<file path="src/rtl/flag_bank_arbiter.sv">
// Round-robin arbiter that serialises read-modify-write requests onto a shared flag bank.
// One operation per grant; the bank is updated on the edge that closes the EXEC cycle.
module flag_bank_arbiter #(
    parameter int unsigned NREQ  = 4,
    parameter int unsigned WIDTH = 8,
    localparam int unsigned IDW  = $clog2(NREQ)
) (
    input  logic                    CLK,
    input  logic                    CLRn,
    input  logic [NREQ-1:0]         req,
    input  logic [2*NREQ-1:0]       op,
    input  logic [NREQ*WIDTH-1:0]   wdata,
    output logic [NREQ-1:0]         gnt,
    output logic [IDW-1:0]          gnt_id,
    output logic                    busy,
    output logic                    done,
    output logic [WIDTH-1:0]        Q
);

    typedef enum logic {
        IDLE = 1'b0,
        EXEC = 1'b1
    } state_t;

    localparam logic [1:0] OP_LOAD   = 2'b00;
    localparam logic [1:0] OP_SET    = 2'b01;
    localparam logic [1:0] OP_CLEAR  = 2'b10;
    localparam logic [1:0] OP_TOGGLE = 2'b11;

    state_t             state, state_d;
    logic [IDW-1:0]     ptr, ptr_d;
    logic [NREQ-1:0]    gnt_d;
    logic [IDW-1:0]     gnt_id_d;
    logic               busy_d, done_d;
    logic [WIDTH-1:0]   q_d;
    logic [1:0]         lop, lop_d;
    logic [WIDTH-1:0]   ldata, ldata_d;

    logic [1:0]         op_a [NREQ];
    logic [WIDTH-1:0]   wd_a [NREQ];

    logic [IDW-1:0]     cand;
    logic [IDW-1:0]     win;
    logic               found;

    for (genvar g = 0; g < NREQ; g++) begin : g_unpack
        assign op_a[g] = op[2*g +: 2];
        assign wd_a[g] = wdata[WIDTH*g +: WIDTH];
    end

    // First requester at or after ptr, wrapping; the last-served index sits at ptr-1.
    always_comb begin
        win   = '0;
        found = 1'b0;
        cand  = '0;
        for (int unsigned k = 0; k < NREQ; k++) begin
            cand = IDW'((32'(ptr) + k) % NREQ);
            if (!found && req[cand]) begin
                found = 1'b1;
                win   = cand;
            end
        end
    end

    always_comb begin
        state_d  = state;
        ptr_d    = ptr;
        gnt_d    = '0;
        gnt_id_d = gnt_id;
        busy_d   = 1'b0;
        done_d   = 1'b0;
        q_d      = Q;
        lop_d    = lop;
        ldata_d  = ldata;
        case (state)
            IDLE: begin
                if (found) begin
                    state_d  = EXEC;
                    lop_d    = op_a[win];
                    ldata_d  = wd_a[win];
                    gnt_d    = NREQ'(1) << win;
                    gnt_id_d = win;
                    busy_d   = 1'b1;
                    ptr_d    = IDW'((32'(win) + 32'd1) % NREQ);
                end
            end
            EXEC: begin
                state_d = IDLE;
                done_d  = 1'b1;
                case (lop)
                    OP_LOAD:   q_d = ldata;
                    OP_SET:    q_d = Q | ldata;
                    OP_CLEAR:  q_d = Q & ~ldata;
                    OP_TOGGLE: q_d = Q ^ ldata;
                    default:   q_d = Q;
                endcase
            end
            default: state_d = IDLE;
        endcase
    end

    always_ff @(posedge CLK or negedge CLRn) begin
        if (!CLRn) begin
            state  <= IDLE;
            ptr    <= '0;
            gnt    <= '0;
            gnt_id <= '0;
            busy   <= 1'b0;
            done   <= 1'b0;
            Q      <= '0;
            lop    <= '0;
            ldata  <= '0;
        end else begin
            state  <= state_d;
            ptr    <= ptr_d;
            gnt    <= gnt_d;
            gnt_id <= gnt_id_d;
            busy   <= busy_d;
            done   <= done_d;
            Q      <= q_d;
            lop    <= lop_d;
            ldata  <= ldata_d;
        end
    end

endmodule

</file>
<file path="config.mk">
export PLATFORM = sky130hd
export DESIGN_NAME = flag_bank_arbiter
export DESIGN_NICKNAME = d
export VERILOG_FILES = /design/src/rtl/flag_bank_arbiter.sv
export SDC_FILE = /design/constraint.sdc
export NUM_CORES = 1
export LEC_CHECK = 0
export ABC_CLOCK_PERIOD_IN_PS = 2550
export CORE_ASPECT_RATIO = 1.1
export CORE_MARGIN = 2
export CORE_UTILIZATION = 50
export DETAILED_ROUTE_END_ITERATION = 10
export MAX_ROUTING_LAYER = met4
export PLACE_DENSITY = 0.91
export SETUP_SLACK_MARGIN = 0.2
export SYNTH_ARGS = -nofsm -noshare
export SYNTH_HDL_FRONTEND = slang
export SYNTH_SLANG_ARGS = --single-unit
export TNS_END_PERCENT = 30
</file>
<file path="constraint.sdc">
create_clock -name CLK -period 2.55 [get_ports CLK]
set_clock_uncertainty 0.1 [all_clocks]
set_input_delay 0.3825 -clock CLK [delete_from_list [all_inputs] [get_ports CLK]]
set_output_delay 0.3825 -clock CLK [all_outputs]
set_load 0.01 [all_outputs]
</file>
==> results of run 1 <==
==> flip-flops by register name, summed over array words and instances, names as in the netlist <==
signal  count
busy        1
ldata       8
gnt         4
lop         2
ptr         2
gnt_id      2
Q           8
done        1
==> kinds of logic after synthesis <==
| logic type | synth area share [%] |
|---|---|
| flops | 35.0 |
| fa+ha+maj | 9.99 |
| compound gates | 19.3 |
| simple gates | 11.2 |
| mux | 14.5 |
| xor+xnor | 0.437 |
| buf+inv | 9.56 |
==> critical path, cell delays in order <==
cell	delay [ps]
sky130_fd_sc_hd__clkdlybuf4s50_1	480
sky130_fd_sc_hd__mux2i_1	240
sky130_fd_sc_hd__o22ai_2	250
sky130_fd_sc_hd__nor2_4	420
sky130_fd_sc_hd__mux2i_1	320
sky130_fd_sc_hd__o211ai_2	100
==> power by group through the flow <==
stage	clock [uW]	sequential, uW	combinational (uW)
after floorplan	0	801	1040
after global placement	0	852	1330
after detailed placement	0	872	1420
after CTS	243	866	1430
after global routing	263	898	1590
final	244	864	1430
==> metrics by stage <==
step,cells,power [uW],cell area [um^2],hold WS [ps]
after floorplan,199,1840,2000,-13.1
after global placement,301,2180,2620,364
after detailed placement,301,2290,2620,370
after CTS,304,2540,2660,391
after global routing,304,2760,2660,419
final,304,2530,2660,370
==> final cells by class <==
class,instances,area (um^2)
Fill cell,298,1250
Multi-Input combinational cell,131,1110
Clock buffer,3,41.3
Inverter,27,101
Timing Repair Buffer,63,638
Tap cell,52,65.1
Sequential cell,28,701
==> layer usage <==
metal,wire length (um),GRT usage (%),up-vias
met5,0,-,-
met1,1970,29.7,806
met4,72,8.75,0
li1,-,-,798
met2,2450,40.7,66
met3,227,1.61,7
==> worst paths after layout <==
path	endpoint	cells past startpoint	from	slack, ps
hold reg to reg	gnt_id[0]	2	gnt_id[0]	390
setup reg to reg	lop[0]	5	ptr[1]	490
hold / removal	gnt_id[0]	2	CLRn	370
min in group CLK	gnt_id[0]	2	gnt_id[0]	390
max in group asynchronous	ldata[6]	2	CLRn	1710
setup / recovery	lop[0]	6	req[2]	420
==> Yosys cell counts (2+ instances only) <==
| master | count | area [um^2] |
|---|---|---|
| sky130_fd_sc_hd__a21oi_2 | 2 | 17.5 |
| sky130_fd_sc_hd__ha_1 | 16 | 200 |
| sky130_fd_sc_hd__nand3_1 | 10 | 50.1 |
| sky130_fd_sc_hd__buf_2 | 5 | 25.0 |
| sky130_fd_sc_hd__dfrtp_1 | 28 | 701 |
| sky130_fd_sc_hd__o21ai_1 | 3 | 15.0 |
| sky130_fd_sc_hd__o21ai_0 | 17 | 85.1 |
| sky130_fd_sc_hd__nor3_1 | 2 | 10.0 |
| sky130_fd_sc_hd__buf_4 | 2 | 15.0 |
| sky130_fd_sc_hd__inv_1 | 26 | 97.6 |
| sky130_fd_sc_hd__a211o_1 | 10 | 87.6 |
| sky130_fd_sc_hd__mux4_2 | 8 | 180 |
| sky130_fd_sc_hd__o211ai_2 | 10 | 125 |
| sky130_fd_sc_hd__nor2_1 | 2 | 7.51 |
| sky130_fd_sc_hd__mux2i_1 | 11 | 110 |
| sky130_fd_sc_hd__buf_6 | 2 | 22.5 |
| sky130_fd_sc_hd__nand2_1 | 24 | 90.1 |
| sky130_fd_sc_hd__nand2b_1 | 3 | 18.8 |
| sky130_fd_sc_hd__clkbuf_1 | 2 | 7.51 |
==> flow_summary_export.csv, run 1 <==
group,metric,value,unit
clocking,cts.repair_timing.setup_buffer_count,0,
finish,finish.utilization,68.1,%
worst_setup_path,critPathKind,"in -> reg",
sta,report.final.hold_viol_count,0,
synth,synth.lib_cells_used.distinct,35,
worst_setup_path,path_max_fanout,12,
sta,ratio_of_final_minimum_period_to_clock_period,83.5,%
finish,antenna_cells,0,
worst_setup_path,crit_arrival,2190,ps
sta,timing.final.setup_violations,0,
finish,finalNetCount,316,
synth,postSynthCellCount,199,
floorplanning,initial_utilization,51.3,%
power_and_ir_drop,p_comb_share,56.3,%
clocking,cts-htree-levels,1,
synth,synth.yosys.seq_area_share,35.0,%
grt,grt_max_degree,29,
synth,syn-mean-instance-area,10.1,um^2
power_and_ir_drop,switching_share,40.7,%
grt,grt.overflow.total,0,
min_path,hold_wc_path_type,"in -> async",
clocking,postCtsHoldBufs,0,
synth,yosysWarnings,0,
finish,syn2layout_area_growth,32.7,%
routing,vias,1677,
grt,globalRouteTotalUtil,23.8,%
power_and_ir_drop,power.internal,1500,uW
floorplanning,top_level_ports,62,
finish,layout_commonest_cell,"sky130_fd_sc_hd__clkdlybuf4s50_1",
power_and_ir_drop,fraction_of_power_consumed_by_sequential_logic,34.1,%
outcome,run_status,"completed",
worst_setup_path,critical_path_data_required_time,2610,ps
sta,finalCriticalPeriod,2130,ps
sta,fin_ws,421,ps
routing,viasPerCell,5.52,
power_and_ir_drop,power_switching,1030,uW
grt,grt_first_pass_wirelength,8160,um
clocking,clock_network_latency_to_the_later_pin_of_the_worst_skew_pair,280,ps
clocking,clock_tree.root_cell,"sky130_fd_sc_hd__clkbuf_8",
sta,relSlewSlack,60.1,%
floorplanning,core_area,0.00390,mm^2
place,buffer_ports.inserted,61,
power_and_ir_drop,power_per_cell_area,954,mW/mm^2
place,globalplace.congestion,0.871,
sta,unrepaired_setup_endpoints_after_global_routing,"no",
routing,postRouteAntennaNets,0,
clocking,cts_sinks,28,
finish,final_layout_size_suffix_gt1_share,12.7,%
finish,most-common-layout-cells,"sky130_fd_sc_hd__clkdlybuf4s50_1 (61), sky130_fd_sc_hd__dfrtp_1 (28), sky130_fd_sc_hd__inv_1 (26)",
power_and_ir_drop,leakage,0.00119,uW
floorplanning,die_y_extent,70.4,um
routing,routedWlPerCell,15.5,um
synth,asr_flop_ratio_synth,100,%
clocking,cts_buffers,3,
synth,netlist_area,0.00200,mm^2
floorplanning,row_count,24,
clocking,max-clock-path-buffers,2,
sta,clock.fmax,0.470,GHz
place,hpwl_after_detailed_placement,3590,um
clocking,cts_tree,"done",
synth,count_of_flip_flops_with_a_built_in_enable_after_synthesis,0,
clocking,clk_pin_slew_worst_paths,90,ps
synth,ys.flop_type,"sky130_fd_sc_hd__dfrtp_1",
clocking,ctsResizeCount,0,
routing,firstDrtPassIters,4,
place,preCtsSetupSlack,132,ps
routing,drt_drc_violations_left,0,
synth,yosys_register_bits,28,
floorplanning,die_area,0.00453,mm^2
grt,first_global_vias,1753,
power_and_ir_drop,p_clk_share,9.6,%
sta,timing_max_transition_violations_final,0,
run,cap_viol_max_count,0,
sta,timing_worst_slew_pin_value,598,ps
grt,initial_antenna_violation_count,0,
power_and_ir_drop,ir_drop,0.000473,V
worst_setup_path,critical_path.endpoint_type,"register",
floorplanning,die_w,64.4,um
routing,drt_first_iter_violations,100,
sta,setup_tns,0,ps
worst_setup_path,crit_path_start_kind,"primary input",
synth,mappedNetlistNets,261,
routing,finalWirelength,4720,um
Note: power is estimated with default switching activity, not from simulation.
==> run 2, diff against run 1 <==
--- a/config.mk
+++ b/config.mk
@@ -5,13 +5,13 @@
 export SDC_FILE = /design/constraint.sdc
 export NUM_CORES = 1
 export LEC_CHECK = 0
-export ABC_CLOCK_PERIOD_IN_PS = 2550
+export ABC_CLOCK_PERIOD_IN_PS = 2000
 export CORE_ASPECT_RATIO = 1.1
 export CORE_MARGIN = 2
-export CORE_UTILIZATION = 50
+export CORE_UTILIZATION = 47
 export DETAILED_ROUTE_END_ITERATION = 10
 export MAX_ROUTING_LAYER = met4
-export PLACE_DENSITY = 0.91
+export PLACE_DENSITY = 0.86
 export SETUP_SLACK_MARGIN = 0.2
 export SYNTH_ARGS = -nofsm -noshare
 export SYNTH_HDL_FRONTEND = slang
==> constraint.sdc (replaced) <==
create_clock -name CLK -period 2 [get_ports CLK]
set_clock_uncertainty 0.1 [all_clocks]
set_input_delay 0.3 -clock CLK [delete_from_list [all_inputs] [get_ports CLK]]
set_output_delay 0.3 -clock CLK [all_outputs]
set_load 0.01 [all_outputs]
==> run 2 against run 1 <==
Net effect: clock power is 85% higher; hold slack worse by 78 ps; count of clock-buffer cells in the layout stayed put; final area is 13% higher; sequential power is 23% higher; via count is 8.2% higher; setup slack worse by 190 ps; largest cell class unchanged.
==> flow_summary_export.csv, run 2 (same netlist as run 1, synthesis figures left out) <==
group,metric,value,unit
grt,grt.overflow.total,0,
run,cap_viol_max_count,0,
routing,drt_first_iter_violations,103,
finish,layout_commonest_cell,"sky130_fd_sc_hd__clkdlybuf4s50_1",
min_path,hold_wc_path_type,"in -> async",
sta,clock.fmax,0.566,GHz
place,hpwl_after_detailed_placement,3940,um
worst_setup_path,critical_path_data_required_time,2070,ps
place,buffer_ports.inserted,61,
finish,final-instance-count-excl-fill,329,
clocking,max-clock-path-buffers,2,
floorplanning,top_level_ports,62,
power_and_ir_drop,ir_drop,0.000788,V
worst_setup_path,crit_arrival,1830,ps
clocking,cts_tree,"done",
sta,report.final.hold_viol_count,0,
finish,syn2layout_area_growth,50.1,%
floorplanning,die_w,66.2,um
finish,most-common-layout-cells,"sky130_fd_sc_hd__clkdlybuf4s50_1 (58), sky130_fd_sc_hd__dfrtp_1 (26), sky130_fd_sc_hd__inv_1 (26)",
clocking,cts-htree-levels,1,
routing,firstDrtPassIters,5,
worst_setup_path,path_max_fanout,10,
floorplanning,core_area,0.00402,mm^2
place,globalplace.congestion,0.866,
place,post-place-cells,321,
sta,finalCriticalPeriod,1770,ps
worst_setup_path,timing.critical_path.buf_inv,2,
power_and_ir_drop,power_per_cell_area,1260,mW/mm^2
finish,finalNetCount,340,
worst_setup_path,critPathKind,"in -> reg",
routing,postRouteAntennaNets,0,
worst_setup_path,crit_path_start_kind,"primary input",
finish,antenna_cells,0,
sta,timing.final.setup_violations,0,
sta,timing_max_transition_violations_final,0,
grt,grt_first_pass_wirelength,8930,um
worst_setup_path,crit_path_max_incr_delay,550,ps
finish,reg_top3,"Q x8, ldata x8, gnt x4",
finish,finish.utilization,74.7,%
clocking,clk_pin_slew_worst_paths,100,ps
worst_setup_path,cpMaxStageDelayCell,"sky130_fd_sc_hd__or4_4",
clocking,cts_sinks,28,
grt,first_global_vias,1919,
sta,timing_worst_slew_pin_value,391,ps
worst_setup_path,critical_path.cell_chain,"clkdlybuf4s50_1 -> or4_4 -> nand2b_4 -> buf_4 -> a211o_1 -> o211ai_2",
grt,globalRouteTotalUtil,25.3,%
floorplanning,initial_utilization,49.8,%
clocking,cts_buffers,3,
sta,relSlewSlack,73.9,%
floorplanning,die_area,0.00480,mm^2
finish,final_layout_size_suffix_gt1_share,26.4,%
routing,vias,1815,
outcome,run_status,"completed",
routing,finalWirelength,5410,um
floorplanning,die_y_extent,72.5,um
worst_setup_path,timing.critical_path.max_delay_family,"simple AND/OR/NAND/NOR gates",
sta,ratio_of_final_minimum_period_to_clock_period,88.3,%
clocking,postCtsHoldBufs,0,
routing,routedWlPerCell,16.4,um
grt,grt_max_degree,29,
floorplanning,row_count,24,
sta,unrepaired_setup_endpoints_after_global_routing,"yes",
routing,drt_drc_violations_left,0,
grt,initial_antenna_violation_count,0,
clocking,clock_tree.root_cell,"sky130_fd_sc_hd__clkbuf_8",
clocking,clock_network_latency_to_the_later_pin_of_the_worst_skew_pair,280,ps
routing,viasPerCell,5.52,
power_and_ir_drop,leakage,0.00134,uW
worst_setup_path,critical_path.endpoint_type,"register",
run 2: stage by stage:
| step | area (um^2) | hold slack (ps) | power, uW | setup WS (ps) | TNS [ps] |
|---|---|---|---|---|---|
| floorplan | 2000 | -95.6 | 2340 | 354 | 0 |
| global placement | 2790 | 374 | 3000 | -212 | -2490 |
| detailed placement | 2790 | 388 | 3150 | -292 | -3400 |
| CTS | 2950 | 299 | 3720 | 262 | 0 |
| global route | 3010 | 319 | 4100 | 150 | 0 |
| finish | 3010 | 292 | 3790 | 234 | 0 |
run 2: final timing paths:
kind	to	slack (ps)	depth (start not counted)	startpoint
setup / recovery	ldata[3]	230	6	req[1]
hold / removal	gnt[0]	290	2	CLRn
setup reg to reg	ldata[2]	250	6	ptr[1]
hold reg to reg	gnt_id[0]	410	2	gnt_id[0]
max in group asynchronous	busy	1210	2	CLRn
min in group CLK	gnt_id[0]	410	2	gnt_id[0]
run 2: final cells by class:
class,count,area (um^2)
clock buffers,3,41.3
inverters,27,101
flip-flops and latches,28,703
repair buffers,86,847
fillers,270,1020
well taps,52,65.1
clock inverters,1,30.0
multi-input cells,132,1220
run 2: timing repair:
action	CTS	global route
endpoints found under the setup margin	15	11
setup buffers	1	2
gates cloned	0	1
gates resized for setup	21	7
pin swaps	3	2
run 2: metal layers:
| metal | routed length, um | GRT usage, % | up-vias |
|---|---|---|---|
| li1 | - | - | 848 |
| met1 | 2240 | 30.0 | 884 |
| met2 | 2780 | 44.2 | 67 |
| met3 | 269 | 3.88 | 16 |
| met4 | 121 | 7.48 | 0 |
| met5 | 0 | - | - |
run 2: power breakdown:
| group | leakage [uW] | internal [uW] | switching (uW) | total [uW] |
|---|---|---|---|---|
| logic | 0.000956 | 1260 | 1020 | 2280 |
| registers | 0.000347 | 811 | 249 | 1060 |
| clock network | 0.0000357 | 268 | 184 | 452 |
==> run 3, diff against run 2 <==
--- a/config.mk
+++ b/config.mk
@@ -8,11 +8,13 @@
 export ABC_CLOCK_PERIOD_IN_PS = 2000
 export CORE_ASPECT_RATIO = 1.1
 export CORE_MARGIN = 2
-export CORE_UTILIZATION = 47
+export CORE_UTILIZATION = 48
+export CTS_BUF_LIST = sky130_fd_sc_hd__clkbuf_4 sky130_fd_sc_hd__clkbuf_8
 export DETAILED_ROUTE_END_ITERATION = 10
 export MAX_ROUTING_LAYER = met4
-export PLACE_DENSITY = 0.86
+export PLACE_DENSITY = 0.88
 export SETUP_SLACK_MARGIN = 0.2
+export SKIP_LAST_GASP = 1
 export SYNTH_ARGS = -nofsm -noshare
 export SYNTH_HDL_FRONTEND = slang
 export SYNTH_SLANG_ARGS = --single-unit
==> run 3 against run 2 <==
Net effect: hold slack got worse by 1.9 ps; sequential cell count did not move; register-to-register slack lost 20 ps; fmax fell by 0.22%; critical path type is now reg -> reg; largest cell class unchanged.
==> flow_summary_export.csv, run 3 (same netlist as run 1, synthesis figures left out) <==
group,metric,value,unit
sta,fin_ws,230,ps
worst_setup_path,r2r_end,"ldata[1]",
min_path,hold_wc_path_type,"in -> async",
routing,viasPerCell,5.48,
worst_setup_path,critPathLaunch,"ptr[1]",
power_and_ir_drop,report.power.total,3670,uW
sta,report.final.hold_viol_count,0,
routing,drt_drc_violations_left,0,
finish,antenna_cells,0,
clocking,clk_pin_slew_worst_paths,90,ps
worst_setup_path,r2r_cells,6,
clocking,clock_network_latency_to_the_later_pin_of_the_worst_skew_pair,280,ps
clocking,cts_buffers,3,
floorplanning,initial_utilization,50.2,%
finish,num-fill-cells,241,
finish,finalNetCount,338,
place,buffer_ports.inserted,61,
finish,multi_input_logic_area,0.00125,mm^2
place,hpwl_after_detailed_placement,3790,um
floorplanning,row_count,24,
clocking,cts_tree,"done",
worst_setup_path,crit_arrival,1870,ps
finish,most-common-layout-cells,"sky130_fd_sc_hd__clkdlybuf4s50_1 (58), sky130_fd_sc_hd__dfrtp_1 (27), sky130_fd_sc_hd__inv_1 (26)",
clocking,clock_tree.root_cell,"sky130_fd_sc_hd__clkbuf_8",
floorplanning,die_w,65.6,um
grt,grt_first_pass_wirelength,8600,um
floorplanning,top_level_ports,62,
routing,drt_first_iter_violations,53,
outcome,run_status,"completed",
worst_setup_path,timing.critical_path.to,"ldata[1]",
finish,final_layout_size_suffix_gt1_share,25.5,%
grt,initial_antenna_violation_count,0,
sta,finalCriticalPeriod,1770,ps
power_and_ir_drop,leakage,0.00134,uW
grt,first_global_vias,1903,
routing,routedWlPerCell,16.0,um
grt,grt_max_degree,29,
routing,firstDrtPassIters,4,
sta,timing_worst_slew_pin_value,554,ps
worst_setup_path,crit_path_start_kind,"register",
worst_setup_path,critical_path_data_required_time,2100,ps
clocking,max-clock-path-buffers,2,
worst_setup_path,worst_r2r_startpoint,"ptr[1]",
place,globalplace.congestion,0.886,
routing,postRouteAntennaNets,0,
sta,timing_max_transition_violations_final,0,
sta,setup_tns,0,ps
routing,finalWirelength,5230,um
sta,timing.final.setup_violations,0,
grt,globalRouteTotalUtil,24.6,%
sta,ratio_of_final_minimum_period_to_clock_period,88.5,%
finish,seqCellArea,702,um^2
routing,vias,1791,
worst_setup_path,crit_path_max_incr_delay,460,ps
finish,finish.utilization,75.1,%
worst_setup_path,path_max_fanout,5,
floorplanning,core_area,0.00399,mm^2
sta,unrepaired_setup_endpoints_after_global_routing,"yes",
worst_setup_path,critPathKind,"reg -> reg",
clocking,cts-htree-levels,1,
floorplanning,die_area,0.00471,mm^2
power_and_ir_drop,power_per_cell_area,1220,mW/mm^2
power_and_ir_drop,ir_drop,0.000658,V
sta,clock.fmax,0.565,GHz
worst_setup_path,r2r_setup_slack,230,ps
clocking,cts_sinks,28,
worst_setup_path,cpMaxStageDelayCell,"sky130_fd_sc_hd__dfrtp_2",
worst_setup_path,critical_path.cell_chain,"mux2i_4 -> o22a_1 -> buf_6 -> nand3_2 -> a211o_1 -> o211ai_2",
finish,reg_top3,"Q x8, ldata x8, gnt x4",
sta,relSlewSlack,63.1,%
floorplanning,die_y_extent,71.8,um
finish,syn2layout_area_growth,49.7,%
finish,layout_commonest_cell,"sky130_fd_sc_hd__clkdlybuf4s50_1",
worst_setup_path,critical_path.endpoint_type,"register",
place,preCtsSetupSlack,-214,ps
run,cap_viol_max_count,0,
grt,grt.overflow.total,0,
clocking,postCtsHoldBufs,0,
==> run 3: cell count changes in the layout (fill, tap and decap cells not counted), sizes merged <==
cell | previous run | this run
clkbuf | 3 | 4
dlymetal6s2s | 0 | 2
bufinv | 1 | 0
dlygate4sd2 | 3 | 1
buf | 25 | 23
==> run 3: report_power, final <==
part	internal [uW]	leakage, uW	switching, uW
Clock	176	0.0000288	176
Combinational	1240	0.000961	988
Sequential	810	0.000348	284
==> run 3: cell type report <==
class,instances,area share [%]
Multi-Input combinational cell,132,41.6
Timing Repair Buffer,84,27.6
Sequential cell,28,23.4
Inverter,27,3.38
Tap cell,52,2.17
Clock buffer,4,1.84
==> run 3: timing repair <==
action                                  in CTS  in global routing
resized for setup                           16                 21
gates cloned                                 0                  1
pin swaps                                    1                  5
endpoints found under the setup margin      15                 14
buffers inserted                             2                  1
==> run 3: per-layer routing <==
layer	vias up	GRT usage, %	share of wire [%]
met1	864	29.5	40
met3	13	1.57	3.3
met2	64	43.5	54
li1	850	-	-
met5	-	-	0
met4	0	8.80	2.6
==> run 3: worst max-delay path: cells and delay by family (launching register included) <==
family	cells	cell delay, ps
AO/OA/AOI/OAI	3	620
buffers and inverters	1	140
AND/OR/NAND/NOR	1	80
multiplexers	1	300
flip-flops	1	460
==> run 3: worst min path at each step <==
stage | startpoint | end | depth (start not counted)
after floorplan | CLRn | Q[0] | 0
after global placement | gnt_id[0] | gnt_id[0] | 2
after detailed placement | gnt_id[1] | gnt_id[1] | 2
after CTS | CLRn | lop[1] | 2
after global routing | CLRn | gnt[3] | 2
final | CLRn | gnt_id[0] | 2
==> run 3: per-stage QoR <==
step / area [um^2] / hold WS (ps) / std cells
2_1_floorplan: 2000 / -95.6 / 199
3_3_place_gp: 2740 / 367 / 319
3_5_place_dp: 2740 / 376 / 319
4_1_cts: 2890 / 307 / 325
5_1_grt: 3000 / 336 / 327
6_report: 3000 / 290 / 327
